===== src/rtl/buft32_rslice_pkg.sv =====
// Shared defaults for the 32-bit register slice: datapath and delivered-beat counter widths.
// Pure declarations; no logic, no latency, no flow control.
package buft32_rslice_pkg;
  localparam int DATA_W_DEF = 32;
  localparam int CNT_W_DEF  = 32;
endpackage


===== src/rtl/buft32_rslice_if.sv =====
// One valid/ready channel; master drives valid/data, slave returns ready.
// Pure wiring: zero latency, backpressure is whatever ready says.
interface buft32_rslice_if #(
  parameter int DATA_WIDTH = 32
);
  logic                  valid;
  logic [DATA_WIDTH-1:0] data;
  logic                  ready;

  modport master (output valid, output data, input ready);
  modport slave  (input valid, input data, output ready);
endinterface


===== src/rtl/buft32_rslice.sv =====
// Skid register slice: 1-cycle latency when empty, holds up to 2 beats, s_ready/m_data straight from flops.
// Backpressure: s_ready drops only once two beats are held; flush drops held beats, beat_cnt counts deliveries.
module buft32_rslice
  import buft32_rslice_pkg::*;
#(
  parameter int DATA_WIDTH = DATA_W_DEF,
  parameter int CNT_WIDTH  = CNT_W_DEF
) (
  input  logic                 clk_sys,
  input  logic                 rst_n,
  input  logic                 flush,
  buft32_rslice_if.slave       s,
  buft32_rslice_if.master      m,
  output logic [1:0]           occ,
  output logic [CNT_WIDTH-1:0] beat_cnt
);
  // Encoding doubles as the occupancy count.
  typedef enum logic [1:0] {
    EMPTY = 2'd0,
    ONE   = 2'd1,
    FULL  = 2'd2
  } state_t;

  state_t                state_q, state_d;
  logic [DATA_WIDTH-1:0] main_q, skid_q;
  logic                  s_ready_q;
  logic                  in_xfer, out_xfer;
  logic                  load_main, main_from_skid, load_skid;

  assign in_xfer  = s.valid & s_ready_q;
  assign m.valid  = (state_q != EMPTY);
  assign out_xfer = m.valid & m.ready;
  assign s.ready  = s_ready_q;
  assign m.data   = main_q;
  assign occ      = state_q;

  always_comb begin
    state_d        = state_q;
    load_main      = 1'b0;
    main_from_skid = 1'b0;
    load_skid      = 1'b0;
    case (state_q)
      EMPTY: begin
        if (in_xfer) begin
          load_main = 1'b1;
          state_d   = ONE;
        end
      end
      ONE: begin
        if (in_xfer && m.ready) begin
          load_main = 1'b1;
        end else if (in_xfer) begin
          load_skid = 1'b1;
          state_d   = FULL;
        end else if (m.ready) begin
          state_d = EMPTY;
        end
      end
      FULL: begin
        if (m.ready) begin
          load_main      = 1'b1;
          main_from_skid = 1'b1;
          state_d        = ONE;
        end
      end
      default: state_d = EMPTY;
    endcase
    // Flush only clears validity; data registers keep whatever they hold.
    if (flush) begin
      state_d        = EMPTY;
      load_main      = 1'b0;
      main_from_skid = 1'b0;
      load_skid      = 1'b0;
    end
  end

  always_ff @(posedge clk_sys or negedge rst_n) begin
    if (!rst_n) begin
      state_q   <= EMPTY;
      s_ready_q <= 1'b0;
      main_q    <= '0;
      skid_q    <= '0;
      beat_cnt  <= '0;
    end else begin
      state_q   <= state_d;
      s_ready_q <= (state_d != FULL);
      if (load_main) main_q <= main_from_skid ? skid_q : s.data;
      if (load_skid) skid_q <= s.data;
      if (out_xfer)  beat_cnt <= beat_cnt + CNT_WIDTH'(1);
    end
  end
endmodule


===== src/flat_wrapper.sv =====
// flat-port wrapper written by rule: the top's interface ports become plain ports
module buft32_rslice_flat import buft32_rslice_pkg::*;
#(
  parameter int DATA_WIDTH = DATA_W_DEF,
  parameter int CNT_WIDTH  = CNT_W_DEF
)
  (clk_sys, rst_n, flush, occ, beat_cnt, s_valid, s_data, s_ready, m_valid, m_data, m_ready);
  buft32_rslice_if #(.DATA_WIDTH(DATA_WIDTH)) s_i ();
  buft32_rslice_if #(.DATA_WIDTH(DATA_WIDTH)) m_i ();
  input  logic clk_sys;
  input  logic rst_n;
  input  logic flush;
  output logic [1:0] occ;
  output logic [CNT_WIDTH-1:0] beat_cnt;
  input wire logic [$bits(s_i.valid)-1:0] s_valid;
  input wire logic [$bits(s_i.data)-1:0] s_data;
  output wire logic [$bits(s_i.ready)-1:0] s_ready;
  output wire logic [$bits(m_i.valid)-1:0] m_valid;
  output wire logic [$bits(m_i.data)-1:0] m_data;
  input wire logic [$bits(m_i.ready)-1:0] m_ready;
  assign s_i.valid = s_valid;
  assign s_i.data = s_data;
  assign s_ready = s_i.ready;
  assign m_valid = m_i.valid;
  assign m_data = m_i.data;
  assign m_i.ready = m_ready;
  buft32_rslice #(.DATA_WIDTH(DATA_WIDTH), .CNT_WIDTH(CNT_WIDTH)) u_core (.clk_sys(clk_sys), .rst_n(rst_n), .flush(flush), .s(s_i), .m(m_i), .occ(occ), .beat_cnt(beat_cnt));
endmodule

===== config.mk =====
export PLATFORM = sky130hd
export DESIGN_NAME = buft32_rslice_flat
export DESIGN_NICKNAME = d
export VERILOG_FILES = /design/src/rtl/buft32_rslice_pkg.sv /design/src/rtl/buft32_rslice_if.sv /design/src/rtl/buft32_rslice.sv /design/src/flat_wrapper.sv
export SDC_FILE = /design/constraint.sdc
export NUM_CORES = 1
export LEC_CHECK = 0
export BUFFER_PORTS_ARGS = -buffer_cell sky130_fd_sc_hd__buf_2
export CORE_AREA = 2 2 88 99
export CTS_BUF_LIST = sky130_fd_sc_hd__clkbuf_8
export DETAILED_ROUTE_END_ITERATION = 12
export DIE_AREA = 0 0 90 101
export HOLD_SLACK_MARGIN = 0.12
export PLACE_DENSITY_LB_ADDON = 0.08
export SKIP_LAST_GASP = 1
export SYNTH_ARGS = -nofsm -noshare
export SYNTH_HDL_FRONTEND = slang
export SYNTH_SLANG_ARGS = --single-unit

===== constraint.sdc =====
create_clock -name clk_sys -period 1.8 [get_ports clk_sys]
set_input_delay 0.36 -clock clk_sys [delete_from_list [all_inputs] [get_ports clk_sys]]
set_output_delay 0.36 -clock clk_sys [all_outputs]
set_load 0.05 [all_outputs]

==> metrics <==
status=finished clean; die height=101 microns; worst-path cell chain=buf_4, or2_2, buf_6; setup TNS=0 ns; CTS root buf=clkbuf_8; Initial Util=0.535; Post-Syn Nets=391; TritonRoute pass-1 iters=4; gr ovfl total=0; worst skew pair latency=0.36 ns; initial antenna violation count=1; post-layout util=0.649; drt drc=0; post-CTS setup buffers=0; Power Density=1160 nW/um^2; Yosys warnings=0; Setup CP Type=reg -> out; CTS HTree Levels=3; CP Launch Type=flip-flop; layout cells sized above 1=0.391; vias in the first global route=2966; final worst-path cycle share=0.964; Final Power=6.13 mW; most frequent cells in the layout=buf_2, dfrtp_1, nor2_1, mux2i_1, a21oi_1; post-synth top area share=0.569; area leader, netlist=dfrtp_1; worst-case clock buffer depth=2; Slew HR=0.674; hold_sp=s_data[10]; Post-synth ARST share=1.00; area of the mapped netlist=4360 sq um; final hold slack=0.241 ns; Synth area leaders=dfrtp_1, mux2_2, mux2i_1; Least-Margin Pin Slew=0.485 ns; Seq/Total Area, Yosys=0.569; RSZ-0062 raised after global routing=false; ANT nets after route=0; first-pass GRT wire length=14.0 mm; Routed WL=8.37 mm; HPWL after detailed placement=5.75 mm; Num CTS Buffers=9; drt via density=5.27; CP top delay family=flip-flops; ys flop type=dfrtp_1; shortest period the worst path allows=1.74 ns; Tot GR Track Use=0.193; Worst Hold Class=in -> reg; die area=9090 sq um; largest net degree at the start of global routing=65; die width=90 microns; WP buf/inv=2; wire per inst=14.5 microns; Post-DP Area=5050 sq um; Worst Reg-to-Reg Cells=5; Synth Instances=353; core area=8150 sq um; Worst Setup EP=m_valid; antenna cells=0; Max Slew Vio Count=0; skew final=0.0131 ns; FMAX=576 MHz; Final #Nets=498; CP Launch Point=u_core.occ[1]; Clock transition at path regs=0.09 ns; I/O pin total=105; slowest stage delay, CP=0.41 ns; Critical Path RT=1.44 ns; synthesized flop and latch total=99; Final Hold Violating Endpoints=0; crit path DAT=1.38 ns; Iteration-0 DRC Markers=90; critical path endpoint category=primary output; Lkg Pwr=2.41 nW; most common cell after layout, fill and taps aside=buf_2; cell row count=35; R2R setup slack=0.13 ns; RR Startpoint=u_core.occ[0]; setup violators final=0; EDFF count, synth=0; Peak supply drop=610 uV; Crit-path slowest cell=dfrtp_2; CTS tree=yes; clock sinks=99; area delta synth->final=21.5%; Worst R2R End=u_core.m.data[20]; CP max FO=10; Max Cap Violations=0; library cells used by synthesis=38; post-route cell area=5290 sq um; port bufs=104; routed via count=3037; gpl congestion=0.749; Avg Inst Size Synth=12.3 sq um; path length in cells of the critical path=3
## cells by family (layout without fill, tap and decap cells)
kind of cell | Yosys count | count (layout) | share of synthesized area
mux | 66 | 66 | 0.163
compound gates | 38 | 38 | 0.0491
fa+ha+maj | 1 | 1 | 0.00287
flops | 99 | 99 | 0.569
simple gates | 97 | 97 | 0.124
xor+xnor | 31 | 31 | 0.0623
buf+inv | 21 | 133 | 0.0305
## final cells by class
type | instances | area, sq um
well taps | 111 | 139
fillers | 686 | 2860
multi-input cells | 233 | 1760
flip-flops and latches | 99 | 2490
inverters | 2 | 7.51
clock inverters | 6 | 88.8
clock buffers | 10 | 138
repair buffers | 115 | 664
## worst min path at each step
stage | to | slack [ns] | cells after the start
CTS | u_core.skid_q[10] | 0.22 | 2
global route | u_core.skid_q[19] | 0.23 | 2
global placement | u_core.skid_q[7] | 0.31 | 1
finish | u_core.skid_q[10] | 0.24 | 2
floorplan | u_core.beat_cnt[0] | 0.06 | 0
detailed placement | u_core.skid_q[7] | 0.32 | 1
## registers in the layout, summed over array words and instances, names as in the netlist
name,cells
u_core.m.data,32
u_core.occ,2
u_core.skid_q,32
u_core.beat_cnt,32
u_core.s.ready,1
## worst reg2reg max path: stages, from the launching register on
cell	delay [ns]
dfrtp_2	0.46
nand2b_1	0.19
nor3b_2	0.25
buf_12	0.28
mux2i_1	0.27
a21oi_1	0.10
## per-layer routing
| metal | global-route usage | vias up | share of wire |
|---|---|---|---|
| met3 | 0.0411 | 15 | 0.050 |
| met2 | 0.331 | 75 | 0.49 |
| li1 | - | 1449 | - |
| met1 | 0.238 | 1496 | 0.44 |
| met4 | 0.0840 | 2 | 0.018 |
| met5 | 0 | - | 0.0016 |
## cell usage after synthesis, types with 3 or more instances
master,number
buf_6,4
nand3_1,12
buf_2,10
buf_4,3
nand4b_1,4
xor2_1,5
xnor2_1,26
mux2i_1,33
a21oi_1,32
dfrtp_1,99
and3_1,6
nor2_1,37
nand2_1,9
nand4_1,12
mux2_2,31
## where the power goes
group / leakage (nW) / switching (mW) / internal [mW]
Combinational: 1.10 / 1.11 / 0.519
Sequential: 1.20 / 0.270 / 2.65
Clock: 0.114 / 0.751 / 0.823
Total: 2.41 / 2.13 / 3.99
## what timing repair did
item	4_1_cts	5_1_grt
setup endpoints to repair	0	1
hold buffers	1	0
endpoints found under the hold margin	27	0
gates resized for setup	0	3
## stage by stage
stage	setup slack (ns)	cells
after global placement	0.174	559
after floorplan	-0.00162	353
after global routing	0.0181	576
after CTS	0.00237	576
final	0.0647	576
after detailed placement	0.137	559
(Power assumes the default switching activity.)
